<file path="src/rtl/imsic_msi_recv.sv">
// imsic_msi_recv
//   Bus-side MSI receiver feeding the IMSIC per-hart CSR gate. 32-bit writes
//   to the seteipnum_le (offset 0x000) or seteipnum_be (offset 0x004) register
//   of an interrupt-file page are decoded into {hart, file, eid}. Valid MSIs are
//   queued in a small FIFO and presented one at a time using a level protocol:
//   o_msi_info_vld is high for HOLD_CYCLES clocks and then low for GAP_CYCLES
//   clocks. o_msi_info changes only on the edge where vld rises.
//
//   Ports:
//     clk, rstn       clock, asynchronous active-low reset
//     i_wr_vld        write request valid
//     o_wr_rdy        write request ready (low while the queue is full)
//     i_wr_addr       byte address within the IMSIC region
//     i_wr_data       write data
//     o_msi_info      {hart, file, eid}, MSB first
//     o_msi_info_vld  level-protocol valid toward the CSR gate
//     o_fifo_cnt      current queue occupancy
//     o_drop_cnt      saturating count of discarded writes
module imsic_msi_recv #(
   parameter  int NR_INTP_FILES   = 7,
   parameter  int NR_HARTS        = 4,
   parameter  int NR_HARTS_WIDTH  = 2,
   parameter  int NR_SRC          = 32,
   parameter  int ADDR_WIDTH      = 17,
   parameter  int FIFO_DEPTH      = 4,
   parameter  int HOLD_CYCLES     = 4,
   parameter  int GAP_CYCLES      = 4,
   localparam int NR_SRC_WIDTH    = $clog2(NR_SRC),
   localparam int INTP_FILE_WIDTH = $clog2(NR_INTP_FILES),
   localparam int MSI_INFO_WIDTH  = NR_HARTS_WIDTH + INTP_FILE_WIDTH + NR_SRC_WIDTH,
   localparam int CNT_W           = $clog2(FIFO_DEPTH) + 1
) (
   input  logic                      clk,
   input  logic                      rstn,
   input  logic                      i_wr_vld,
   output logic                      o_wr_rdy,
   input  logic [ADDR_WIDTH-1:0]     i_wr_addr,
   input  logic [31:0]               i_wr_data,
   output logic [MSI_INFO_WIDTH-1:0] o_msi_info,
   output logic                      o_msi_info_vld,
   output logic [CNT_W-1:0]          o_fifo_cnt,
   output logic [7:0]                o_drop_cnt
);

   localparam int PTR_W    = $clog2(FIFO_DEPTH);
   localparam int HART_LSB = 12 + INTP_FILE_WIDTH;
   localparam int HART_HI  = HART_LSB + NR_HARTS_WIDTH;
   localparam int TMR_MAX  = (HOLD_CYCLES > GAP_CYCLES) ? HOLD_CYCLES : GAP_CYCLES;
   localparam int TMR_W    = $clog2(TMR_MAX + 1);

   // HIGH is the only state decoded onto vld, and IDLE<->LOW differ in one bit,
   // so the combinational vld cannot glitch high on any state transition.
   typedef enum logic [1:0] {
      IDLE = 2'b00,
      HIGH = 2'b01,
      LOW  = 2'b10
   } state_t;

   // ---------------- decode ----------------
   logic [INTP_FILE_WIDTH-1:0] w_file;
   logic [NR_HARTS_WIDTH-1:0]  w_hart;
   logic [31:0]                w_eid;
   logic                       w_off_ok;
   logic                       w_upper_nz;
   logic                       w_dec_ok;
   logic                       w_accept;
   logic                       w_push;
   logic                       w_drop;
   logic [MSI_INFO_WIDTH-1:0]  w_info;

   assign w_file     = i_wr_addr[12 +: INTP_FILE_WIDTH];
   assign w_hart     = i_wr_addr[HART_LSB +: NR_HARTS_WIDTH];
   assign w_upper_nz = (i_wr_addr >> HART_HI) != '0;

   always_comb begin
      w_eid    = '0;
      w_off_ok = 1'b0;
      case (i_wr_addr[11:0])
         12'h000: begin
            w_eid    = i_wr_data;
            w_off_ok = 1'b1;
         end
         12'h004: begin
            w_eid    = {i_wr_data[7:0], i_wr_data[15:8], i_wr_data[23:16], i_wr_data[31:24]};
            w_off_ok = 1'b1;
         end
         default: ;
      endcase
   end

   assign w_dec_ok = w_off_ok && !w_upper_nz
                     && (32'(w_file) < 32'(NR_INTP_FILES))
                     && (32'(w_hart) < 32'(NR_HARTS))
                     && (w_eid != '0)
                     && (w_eid < 32'(NR_SRC));

   assign w_info   = {w_hart, w_file, w_eid[NR_SRC_WIDTH-1:0]};
   assign o_wr_rdy = (o_fifo_cnt != CNT_W'(FIFO_DEPTH));
   assign w_accept = i_wr_vld & o_wr_rdy;
   assign w_push   = w_accept & w_dec_ok;
   assign w_drop   = w_accept & ~w_dec_ok;

   // ---------------- FIFO ----------------
   logic [MSI_INFO_WIDTH-1:0] r_mem [FIFO_DEPTH];
   logic [PTR_W-1:0]          r_wptr;
   logic [PTR_W-1:0]          r_rptr;
   logic                      w_pop;
   logic                      w_nonempty;

   assign w_nonempty = (o_fifo_cnt != '0);

   always_ff @(posedge clk) begin
      if (w_push) r_mem[r_wptr] <= w_info;
   end

   always_ff @(posedge clk or negedge rstn) begin
      if (!rstn) begin
         r_wptr     <= '0;
         r_rptr     <= '0;
         o_fifo_cnt <= '0;
         o_drop_cnt <= '0;
      end else begin
         if (w_push) r_wptr <= r_wptr + PTR_W'(1);
         if (w_pop)  r_rptr <= r_rptr + PTR_W'(1);
         case ({w_push, w_pop})
            2'b10:   o_fifo_cnt <= o_fifo_cnt + CNT_W'(1);
            2'b01:   o_fifo_cnt <= o_fifo_cnt - CNT_W'(1);
            default: ;
         endcase
         if (w_drop && (o_drop_cnt != 8'hFF)) o_drop_cnt <= o_drop_cnt + 8'd1;
      end
   end

   // ---------------- pulse FSM ----------------
   state_t           r_state;
   state_t           w_next;
   logic [TMR_W-1:0] r_tmr;
   logic             w_tmr_zero;

   assign w_tmr_zero = (r_tmr == '0);

   // State register; the down-counter reloads whenever a state is entered.
   always_ff @(posedge clk or negedge rstn) begin
      if (!rstn) begin
         r_state <= IDLE;
         r_tmr   <= '0;
      end else begin
         r_state <= w_next;
         if (w_next == HIGH && r_state != HIGH)     r_tmr <= TMR_W'(HOLD_CYCLES - 1);
         else if (w_next == LOW && r_state != LOW)  r_tmr <= TMR_W'(GAP_CYCLES - 1);
         else if (!w_tmr_zero)                      r_tmr <= r_tmr - TMR_W'(1);
      end
   end

   always_comb begin
      w_next = r_state;
      case (r_state)
         IDLE:    if (w_nonempty) w_next = HIGH;
         HIGH:    if (w_tmr_zero) w_next = LOW;
         LOW:     if (w_tmr_zero) w_next = w_nonempty ? HIGH : IDLE;
         default: w_next = IDLE;
      endcase
   end

   always_comb begin
      o_msi_info_vld = (r_state == HIGH);
      w_pop          = w_nonempty && ((r_state == IDLE) || (r_state == LOW && w_tmr_zero));
   end

   always_ff @(posedge clk or negedge rstn) begin
      if (!rstn)      o_msi_info <= '0;
      else if (w_pop) o_msi_info <= r_mem[r_rptr];
   end

endmodule

</file>
<file path="config.mk">
export PLATFORM = sky130hd
export DESIGN_NAME = imsic_msi_recv
export DESIGN_NICKNAME = d
export VERILOG_FILES = /design/src/rtl/imsic_msi_recv.sv
export SDC_FILE = /design/constraint.sdc
export NUM_CORES = 1
export LEC_CHECK = 0
export CORE_MARGIN = 2
export CORE_UTILIZATION = 51
export CTS_BUF_LIST = sky130_fd_sc_hd__clkbuf_8
export DETAILED_ROUTE_END_ITERATION = 10
export PLACE_DENSITY = 0.78
export SLEW_MARGIN = 25
export SYNTH_ARGS = -nofsm -noshare
export SYNTH_HDL_FRONTEND = slang
export SYNTH_SLANG_ARGS = --single-unit
</file>
<file path="constraint.sdc">
create_clock -name clk -period 3.3 [get_ports clk]
set_clock_uncertainty 0.2 [all_clocks]
set_input_delay 0.495 -clock clk [delete_from_list [all_inputs] [get_ports clk]]
set_output_delay 0.495 -clock clk [all_outputs]
set_load 0.01 [all_outputs]
</file>
# Word-level counts from Yosys, hierarchy flattened
# Memory sizes are Yosys's and may differ from the RTL's. A register that Yosys moved wholly into a read port is not among the register bits.
# Index checks and enable logic that the tools add are counted.
# Widths: inputs -> output; s select.
# classes
add_sub_neg	6
muxes	13
n_lt_le_gt_ge	2
n_reduce_logical	17
eq_ne	12
bitwise_logic	4
# ops
op	n
$pmux 32 s2	1
$lt 32x6->1 const B	1
$reduce_bool 32->1	1
$eq 12x3->1 const B	1
$logic_not 12->1	1
$mux 3	3
$add 8x1->8 const B	1
$logic_and 1x1->1	8
$ne 8x8->1 const B	1
$eq 2x1->1 const B	3
$eq 2x2->1 const B	3
$mux 2	3
$pmux 2 s3	1
$pmux 3 s2	1
$sub 3x1->3 const B	2
$add 2x1->2 const B	2
$mux 1	4
$add 3x1->3 const B	1
$and 1x1->1	3
$logic_not 3->1	1
$lt 3x3->1 const B	1
$ne 3x1->1 const B	1
$ne 3x3->1 const B	1
$reduce_bool 3->1	1
8 further kinds	8
# word_totals
mem_count	1
output_inout_bits	23
word_cells	61
ramBits	40
input_bits	52
regBits	20
# mem_list
memory	depth	width	rd	rd_clocked_by_memory_dff	write_ports	line	text
r_mem	4	10	1	1	1	104	logic [MSI_INFO_WIDTH-1:0] r_mem [FIFO_DEPTH];

# Logic depth before layout (Yosys ltp)
# Gate-level depths: netlist of run 1.
# logic_depth
word_depth	9
mapped_depth	12
depth_no_buf	11

# Least setup slack after synthesis of run 1
# OpenSTA, ideal clock, no wires.
# synth_path
kind	in2reg
startpoint	input i_wr_data[4]
endpoint	register o_fifo_cnt[2]
setup_time_ns	0.127
cell_stages	12
t_arrival_ns	2.731
slack_ns	0.241
required_time_ns	2.973
path_buffers	1
path_cell_list	or3_1 or4b_1 o22ai_2 and4_1 buf_6 inv_1 ha_1 inv_1 fa_1 xor2_1 nor2_1 xor2_1
# synth_between
elab_chain_len	7
word_cells_on_any_way	10
classes_between	order compare (1); eq/ne (2); mux (2); bitwise (1); reduce/logical (4)
# synth_lines
element	line	text
start, declared	38	input logic [31:0] i_wr_data,
$pmux 32 s2 *	78	case (i_wr_addr[11:0])
parallel branches: the longest is 2 deep, another holds $lt 32x6->1	n/a	
$logic_and 1x1->1 *	95	&& (w_eid < 32'(NR_SRC));
$and 1x1->1 *	100	assign w_push = w_accept & w_dec_ok;
$eq 2x1->1 / $eq 2x2->1 (equally long branches)	125	case ({w_push, w_pop})
$pmux 3 s2 / $reduce_bool 2->1 (equally long branches)	n/a	
end signal, assigned	126	2'b10: o_fifo_cnt <= o_fifo_cnt + CNT_W'(1);
end signal, assigned	127	2'b01: o_fifo_cnt <= o_fifo_cnt - CNT_W'(1);
end, declared	41	output logic [CNT_W-1:0] o_fifo_cnt,
# Mark *: on every way between the ends.
# A chain may end at the register's enable or synchronous reset.

# Worst setup path in the final report of run 1
# Ends and elaborated chain as after synthesis.

==> results of run 1 <==
==> layout make-up <==
class | instances | area (um^2) | share of cell area (%)
clock buffers | 9 | 124 | 2.96
clock inverters | 7 | 57.6 | 1.38
inverters | 13 | 48.8 | 1.17
multi-input cells | 119 | 1060 | 25.4
repair buffers | 88 | 846 | 20.2
well taps | 75 | 93.8 | 2.24
flip-flops and latches | 70 | 1950 | 46.6
==> worst register-to-register path, stage by stage, from the launching register on <==
cell	delay (ns)
dfrtp_1	0.39
inv_1	0.09
ha_1	0.17
nand2b_1	0.17
a211oi_2	0.34
ha_1	0.22
inv_1	0.05
fa_1	0.37
xor2_1	0.15
nor2_1	0.11
xor2_1	0.17
==> through the flow <==
stage	power, uW	hold WS [ns]	instance area, um^2
after floorplan	1210	-0.000591	3090
after global placement	1440	0.276	4000
after detailed placement	1440	0.279	4000
after CTS	2080	0.290	4190
after global routing	2170	0.308	4190
final	2060	0.289	4190
==> worst paths after layout <==
check | from | endpoint | cells past startpoint
max in group asynchronous | rstn | r_rptr[1] | 2
hold reg to reg | o_drop_cnt[7] | o_drop_cnt[7] | 1
min in group asynchronous | rstn | o_msi_info[7] | 2
hold / removal | o_drop_cnt[7] | o_drop_cnt[7] | 1
setup / recovery | i_wr_data[4] | o_fifo_cnt[2] | 12
setup reg to reg | r_tmr[0] | o_fifo_cnt[2] | 10
==> power groups by stage <==
stage               registers (uW)  clock network, uW  logic, uW
global route                  1070                690        406
floorplan                     1100                  0        107
finish                        1060                636        366
global placement              1070                  0        363
CTS                           1060                652        371
detailed placement            1080                  0        368
==> cell usage after synthesis (all sizes together), types with 3 or more instances <==
cell type / instances / area share (%)
a2111oi: 4 / 1.1
and2: 4 / 0.85
clkbuf: 4 / 0.49
dfrtp: 30 / 24
edfxtp: 40 / 39
ha: 8 / 3.2
inv: 13 / 1.6
mux2: 12 / 4.5
mux2i: 6 / 1.9
mux4: 10 / 7.3
nand2: 9 / 1.1
nand2b: 3 / 0.61
nand3: 4 / 0.65
nor2: 10 / 1.2
nor3: 5 / 0.81
nor4: 7 / 1.4
o21ai: 4 / 0.65
xnor2: 4 / 1.1
xor2: 9 / 2.5
==> routing by layer <==
layer  global-route usage [%]  routed length, um  up-vias
met5                        0                  0        -
met4                     7.17                 78        0
met3                     5.71                271       10
met2                     32.8               3070       57
met1                     23.7               2370      968
li1                         -                  -      957
==> registers in the layout, indices dropped and copies added (netlist names) <==
| register | cells |
|---|---|
| r_mem | 40 |
| r_rptr | 2 |
| o_fifo_cnt | 3 |
| r_tmr | 3 |
| r_state | 2 |
| o_msi_info | 10 |
| r_wptr | 2 |
| o_drop_cnt | 8 |
==> cells by family after synthesis <==
group	share of synthesized area, %
flops	63.1
simple gates	9.42
mux	13.7
buf+inv	2.55
compound gates	3.68
xor+xnor	3.68
fa+ha+maj	3.88
==> impl_metrics.toml, run 1 <==
[outcome]
run_status = "complete, no violations"

[finish]
postLayoutCoreUtil_pct = 71.1
layout.filler_cells = 435
layout_commonest_cell = "clkdlybuf4s50_1"
final_cell_count_no_fill = 381
layout_common_cells = "74 x clkdlybuf4s50_1, 40 x edfxtp_1, 30 x dfrtp_1, 15 x inv_1, 14 x buf_4"
diodes = 0
nNetsFinal = 362
final_layout_size_suffix_gt1_share_pct = 18.0
area_growth_pct = 35.3

[timing]
transition_time_at_the_pin_with_the_least_slew_margin_ns = 0.716
layout_setup_ws_ns = 0.286
worst_max_slew_margin_expressed_relative_to_the_limit_pct = 52.3
setup_total_negative_slack_ns = 0
rsz_0062_raised_after_global_routing = "no"
finalWorstPathRequiredPeriod_ns = 3.01
hold_fails_final_rpt = 0
fmax_mhz = 332
timing_max_transition_violations_final = 0
setup_viol_count_final = 0
finalCritPeriodShare_pct = 91.3

[setup_path]
critical_path_buf_inv_count = 3
cp_data_required_time_ns = 3.32
timing_worst_setup_path_type = "input port to register"
critical_path.cell_chain = "clkdlybuf4s50_1 > or3_1 > or4b_1 > o22ai_2 > and4_1 > inv_1 > ha_1 > inv_1 > fa_1 > xor2_1 > nor2_1 > xor2_1"
cp_max_fo = 2
worstSetupStartpointType = "input port"
worstSetupEndpointType = "register"
critical_path.slowest_cell = "or4b_1"
worst_ep_arrival_time_ns = 3.04
worst_reg_to_reg_setup_slack_ns = 0.82
cpPeakStageDelay_ns = 0.49
cpLargestDelayFamily = "simple AND/OR/NAND/NOR gates"

[place]
dp_hpwl_mm = 4.31
portBuffers = 74
dp.cells = 365
detailedPlace.worstSlack_ns = -0.0867
finalWeightedCongestion = 0.768

[floorplanning]
die-height_um = 81.9
die_area_um2 = 6710
design.core.area_um2 = 5890
row_count = 28
io_pins = 75
initial_standard_cell_utilization_of_the_core_pct = 52.6
fp.dieW_um = 81.9

[routing]
post_drt_wl_per_cell_um = 15.2
vias_per_cell = 5.23
detail_route.wirelength_mm = 5.79
vias = 1992
number_of_nets_with_antenna_violations_after_detailed_routing = 0
drtIter0Drc = 93
drt_first_pass_iters = 4
route.detailed.drc = 0

[clock_network]
tritoncts_buffer_count = 9
postCtsResizedCells = 0
clock_sink_count = 70
cts_max_level = 3
post_cts.repair.setup_buffers = 0
cts_hold_repair.buffers = 0
clock_path_buffers = 2
clock-root-buffer = "clkbuf_8"
cts_tree = "built"
clk_pin_slew_worst_paths_ns = 0.08
clkLatencyLatePin_ns = 0.34

[logic_synthesis]
ys_seq_area_share_pct = 63.1
syn_area_um2 = 3090
synth.distinct_cells = 39
post_synth_edffs = 40
total_of_flip_flops_plus_latches_after_synthesis = 70
async_reset_ff_share_pct = 42.9
synth_warnings = 0
dominantRegCellSynth = "edfxtp_1"
post_synth.cell_area_avg_um2 = 14.9
synth_instances = 208
mappedNetlistNets = 269

[power_and_ir_drop]
cellPowerDensity_nw_per_um2 = 492
worst_ir_drop_vdd_mv = 0.447
p_leak_uw = 0.00163
power_frac_comb_pct = 17.8
power.switching_fraction_pct = 24.1
power.clock.fraction_pct = 30.9
pwr-share-seq_pct = 51.3
internal_power_uw = 1560
power_switching_uw = 496

[hold_path]
hold_class = "register to register"

[global_route]
gr-usage-all-layers_pct = 19.4
grt_pass1_wl_mm = 9.45
antenna_violations_before_repair = 0
grt_start_max_net_pins = 31
globalRoute.totalOverflow = 0
vias_in_the_first_global_route = 2047

[run]
drv.max_cap_violation_count = 0
Power figures use the tool's default switching activity.
==> run 2: changes to the inputs <==
Settings changed: ABC_AREA set to 1, CORE_UTILIZATION 51 to 65, DONT_BUFFER_PORTS set to 1, PLACE_DENSITY 0.78 to 0.77.
==> impl_metrics.toml, run 2 <==
[timing]
finalCritPeriodShare_pct = 75.8
rsz_0062_raised_after_global_routing = "no"
setup_viol_count_final = 0
setup_total_negative_slack_ns = 0
final.hold.worst_slack_ns = 0.0444
hold_fails_final_rpt = 0
timing_max_transition_violations_final = 0
finalWorstPathRequiredPeriod_ns = 2.50
layout_setup_ws_ns = 0.798
fmax_mhz = 400
transition_time_at_the_pin_with_the_least_slew_margin_ns = 0.757
worst_max_slew_margin_expressed_relative_to_the_limit_pct = 49.6

[setup_path]
critical_path.cell_chain = "inv_1 > ha_1 > inv_1 > nor2_1 > inv_2 > nand2_1 > nand2_1 > nor2_2 > ha_1 > inv_1 > fa_1 > a21oi_1 > o21ai_0 > xnor2_1"
cpPeakStageDelay_ns = 0.40
worstSetupEndpointType = "register"
worstSetupStartpointType = "register"
worst_reg_to_reg_setup_slack_ns = 0.80
critical_path.slowest_cell = "dfrtp_1"
worst_ep_arrival_time_ns = 2.53
cp_data_required_time_ns = 3.32
worstRegToRegCells = 14
r2r_start = "r_tmr[0]"
timing_worst_setup_path_type = "register to register"
terminus_of_the_critical_flop_to_flop_path = "o_fifo_cnt[2]"
cp_max_fo = 4
cpMostUsedCell = "inv_1"

[clock_network]
post_cts.repair.setup_buffers = 0
cts_max_level = 3
clock_sink_count = 70
postCtsResizedCells = 0
cts_tree = "built"
clock-root-buffer = "clkbuf_8"
tritoncts_buffer_count = 9
clk_pin_slew_worst_paths_ns = 0.07
clock_path_buffers = 2
cts_hold_repair.buffers = 2
clkLatencyLatePin_ns = 0.34

[logic_synthesis]
top_cells_by_area_synth = "edfxtp_1 36%, dfrtp_1 23%, nand2_1 8.3%"
synth_warnings = 0
async_reset_ff_share_pct = 42.9
syn_area_um2 = 3300
mappedNetlistNets = 388
ys_seq_area_share_pct = 59.2
post_synth_edffs = 40
post-synth-top-count-cell = "nand2_1"
yosys.area.top_type = "edfxtp_1"
dominantRegCellSynth = "edfxtp_1"
synth.cells.most_frequent = "73 x nand2_1, 53 x nor2_1, 40 x edfxtp_1"
post_synth.cell_area_avg_um2 = 10.1
synth.distinct_cells = 32
synth_instances = 327
total_of_flip_flops_plus_latches_after_synthesis = 70
proportion_of_netlist_area_held_by_the_largest_area_contributor_pct = 36.4

[floorplanning]
io_pins = 75
initial_standard_cell_utilization_of_the_core_pct = 68.4
row_count = 25
fp.dieW_um = 75.2
design.core.area_um2 = 4820
die_area_um2 = 5660
die-height_um = 75.2

[finish]
final_cell_count_no_fill = 408
largest_reg_by_ff_count = "r_mem"
largest_reg_flops = 40
layout.filler_cells = 359
layout_common_cells = "73 x nand2_1, 53 x nor2_1, 40 x edfxtp_1, 30 x dfrtp_1, 23 x inv_1"
area_growth_pct = 8.31
diodes = 0
final_layout_size_suffix_gt1_share_pct = 12.3
nNetsFinal = 397
layout_commonest_cell = "nand2_1"
biggestRegsByFlops = "r_mem: 40 flops, o_msi_info: 10 flops, o_drop_cnt: 8 flops"

[routing]
vias = 2261
post_drt_wl_per_cell_um = 15.4
route.detailed.drc = 0
vias_per_cell = 5.54
number_of_nets_with_antenna_violations_after_detailed_routing = 0
detail_route.wirelength_mm = 6.30
drtIter0Drc = 135
drt_first_pass_iters = 6

[power_and_ir_drop]
cellPowerDensity_nw_per_um2 = 497
power.switching_fraction_pct = 25.8
power_frac_comb_pct = 6.6
power.clock.fraction_pct = 33.2
pwr-share-seq_pct = 60.2
internal_power_uw = 1320
worst_ir_drop_vdd_mv = 0.270
power_switching_uw = 458
p_leak_uw = 0.00150
power_total_uw = 1780

[hold_path]
min_delay_worst_endpoint = "r_mem[0][9]"
hold_class = "input port to register"
worstHoldStart = "i_wr_addr[16]"
hold-path-cell-count = 0

[outcome]
run_status = "complete, no violations"

[place]
portBuffers = 0
finalWeightedCongestion = 0.779
dp_hpwl_mm = 4.31
dp.cells = 390
detailedPlace.worstSlack_ns = 0.449

[global_route]
antenna_violations_before_repair = 0
vias_in_the_first_global_route = 2161
grt_start_max_net_pins = 31
globalRoute.totalOverflow = 0
grt_pass1_wl_mm = 9.83
gr-usage-all-layers_pct = 23.9

[run]
drv.max_cap_violation_count = 0
## run 2: changes by cell type after synthesis, sizes merged, moves of 5 or more
cell,previous run,this run
nor4,7,2
nand4,1,6
xor2,9,4
mux4,10,0
nor2,10,62
o32ai,0,10
mux2,12,0
o21ai,4,13
nand3,4,23
mux2i,6,0
inv,13,24
nand2,9,78
## run 2: power groups by stage
stage | clock network (uW) | registers (uW) | logic (uW)
after detailed placement | 0 | 1090 | 106
final | 590 | 1070 | 117
after CTS | 597 | 1070 | 119
after global routing | 628 | 1080 | 137
after global placement | 0 | 1080 | 103
after floorplan | 0 | 1070 | 94.1
## run 2: area by class of cell
type	count	area [um^2]	area share, %
flip-flops and latches	70	1950	54.7
multi-input cells	224	1210	33.9
clock buffers	10	138	3.85
inverters	24	90.1	2.52
well taps	67	83.8	2.35
repair buffers	7	67.6	1.89
clock inverters	6	28.8	0.806
## run 2: through the flow
step	area (um^2)	util [%]
6_report	3570	74.1
5_1_grt	3570	74.1
4_1_cts	3570	74.1
3_5_place_dp	3370	70.1
3_3_place_gp	3370	70.1
2_1_floorplan	3300	-
## run 2: cells by family after synthesis
kind of cell / synth area share (%)
and+or+nand+nor: 24.4
DFF: 59.2
buffers and inverters: 4.06
AOI/OAI and AO/OA: 5.73
xor gates and xnor gates: 2.92
adders and majority gates: 3.64
## run 2: worst max-delay path: cells and delay by family, from the launching register on
family	cells	cell delay (ns)
AOI/OAI and AO/OA	2	0.25
xor gates and xnor gates	1	0.14
adders and majority gates	3	0.68
buffers and inverters	4	0.27
DFF	1	0.40
and+or+nand+nor	4	0.45
## run 2: worst max path at each step
stage                     to  slack, ns     startpoint
4_1_cts        o_fifo_cnt[2]       0.79       r_tmr[0]
2_1_floorplan  o_fifo_cnt[2]       0.73       r_tmr[0]
3_5_place_dp   o_fifo_cnt[1]       0.45   i_wr_addr[9]
5_1_grt        o_fifo_cnt[2]       0.64       r_tmr[0]
3_3_place_gp   o_fifo_cnt[1]       0.54  i_wr_addr[11]
6_report       o_fifo_cnt[2]       0.80       r_tmr[0]
## run 2: routing by layer
| metal | share of wire (%) | track usage [%] | vias to the layer above |
|---|---|---|---|
| li1 | - | - | 1118 |
| met1 | 42 | 29.4 | 1065 |
| met2 | 51 | 40.3 | 70 |
| met3 | 5.3 | 6.69 | 8 |
| met4 | 1.6 | 9.55 | 0 |
| met5 | 0 | 0 | - |
==> run 3: changes to the inputs <==
Settings changed: CORE_UTILIZATION 65 to 59, PLACE_DENSITY 0.77 to 0.74.
Clock period 3.3 ns to 2.2 ns, I/O delays scaled along.
==> impl_metrics.toml, run 3 (synthesis gave the netlist of run 2 again) <==
[hold_path]
hold_class = "input port to register"

[clock_network]
clock-root-buffer = "clkbuf_8"
cts_max_level = 3
clock_path_buffers = 2
clock_sink_count = 70
clk_pin_slew_worst_paths_ns = 0.07
cts_tree = "built"
tritoncts_buffer_count = 9
clkLatencyLatePin_ns = 0.34

[timing]
timing_max_transition_violations_final = 0
finalWorstPathRequiredPeriod_ns = 2.21
worst_max_slew_margin_expressed_relative_to_the_limit_pct = 58.8
rsz_0062_raised_after_global_routing = "yes"
hold_fails_final_rpt = 0
fmax_mhz = 453
transition_time_at_the_pin_with_the_least_slew_margin_ns = 0.618
finalCritPeriodShare_pct = 100
layout_setup_ws_ns = -0.00615
setup_viol_count_final = 1

[routing]
post_drt_wl_per_cell_um = 13.6
drtIter0Drc = 127
vias = 2355
vias_per_cell = 5.27
number_of_nets_with_antenna_violations_after_detailed_routing = 0
route.detailed.drc = 0
drt_first_pass_iters = 4
detail_route.wirelength_mm = 6.10

[floorplanning]
io_pins = 75
die-height_um = 78.8
design.core.area_um2 = 5440
die_area_um2 = 6200
fp.dieW_um = 78.8
row_count = 27
initial_standard_cell_utilization_of_the_core_pct = 60.6

[power_and_ir_drop]
power_total_uw = 2650
worst_ir_drop_vdd_mv = 0.448
p_leak_uw = 0.00165
cellPowerDensity_nw_per_um2 = 679

[finish]
postLayoutCoreUtil_pct = 71.8
final_layout_size_suffix_gt1_share_pct = 22.1
seqCellArea_um2 = 1950
final_cell_count_no_fill = 447
area_growth_pct = 18.4
largest_reg_by_ff_count = "r_mem"
layout_commonest_cell = "nand2_1"
largest_reg_flops = 40
layout.filler_cells = 413
multiInputGateArea_um2 = 1270
layout_common_cells = "71 x nand2_1, 51 x nor2_1, 40 x edfxtp_1, 34 x buf_4, 30 x dfrtp_1"
diodes = 0
nNetsFinal = 431
biggestRegsByFlops = "r_mem: 40 flops, o_msi_info: 10 flops, o_drop_cnt: 8 flops"

[outcome]
run_status = "finished, violations left"
failed_checks = "negative setup slack"

[global_route]
antenna_violations_before_repair = 0
grt_start_max_net_pins = 31
grt_busiest_layer = "met2"
grt_pass1_wl_mm = 10.1
grt_util_met3_pct = 4.09
groute.layer.met1.usage_pct = 27.5
globalRoute.totalOverflow = 0
gr-usage-all-layers_pct = 21.5
vias_in_the_first_global_route = 2289
groute.layer.met2.usage_pct = 34.6

[setup_path]
worstSetupStartpointType = "register"
cp_data_required_time_ns = 2.22
timing_worst_setup_path_type = "register to register"
worst_ep_arrival_time_ns = 2.23
worstSetupEndpointType = "register"
cp_max_fo = 2

[place]
portBuffers = 0
dp_hpwl_mm = 4.26
finalWeightedCongestion = 0.807
dp.cells = 416

[run]
drv.max_cap_violation_count = 0
==> run 3: worst paths after layout <==
path,from,endpoint,slack [ns],cells past startpoint
worst max-delay path,r_tmr[0],o_fifo_cnt[2],-0.006,14
worst min-delay path,i_wr_data[3],r_mem[3][3],0.15,3
worst max register to register,r_tmr[0],o_fifo_cnt[2],-0.006,14
worst min register to register,r_state[0],r_state[1],0.34,3
max in group asynchronous,rstn,o_drop_cnt[1],1.40,2
min in group asynchronous,rstn,r_rptr[0],0.23,2
==> run 3: worst max-delay path: stages, from the launching register on <==
cell and delay, ns:
dfrtp_1 0.40, inv_2 0.08, ha_4 0.12, inv_2 0.04, nor2_4 0.08, inv_2 0.05, nand2_2 0.05, nand2_2 0.06
nor2_4 0.14, ha_4 0.16, inv_4 0.03, fa_2 0.34, a21oi_2 0.14, o21ai_1 0.08, xnor2_1 0.12
==> run 3: where the power goes <==
part	total (uW)	leakage [uW]	internal [uW]	switching, uW
sequential	1600	0.000754	1470	137
combinational	188	0.000819	89.7	98.3
clock	859	0.0000801	398	461
total	2650	0.00165	1950	696
==> run 3: through the flow <==
step	worst slack, ns	hold WS (ns)	area (um^2)	TNS, ns
floorplan	-0.172	-0.166	3340	-1.79
global placement	-0.0562	-0.165	3570	-0.0972
detailed placement	-0.127	-0.165	3570	-0.243
CTS	-0.00340	0.137	3900	-0.00340
global route	-0.142	0.165	3910	-0.142
finish	-0.00615	0.153	3910	-0.00615
==> run 3: layer usage <==
metal	routed length, um	part of all wire, %
met4	70	1.1
met1	2590	43
met3	353	5.8
met5	0	0
met2	3080	51
==> run 3: area by class of cell <==
class / instances / area share, %
timing repair buffer: 41 / 8.59
sequential: 70 / 50.0
clock buffer: 9 / 3.17
multi-input combinational: 224 / 32.5
clock inverter: 7 / 1.06
inverter: 24 / 2.37
tap: 72 / 2.31
==> run 3: repair_timing <==
action                                  in CTS  in global routing
hold buffers                                 7                  0
endpoints found under the hold margin       50                  0
gates resized for setup                      9                  1
pin swaps                                    7                  0
endpoints found under the setup margin       2                  2
buffers inserted                             8                  0
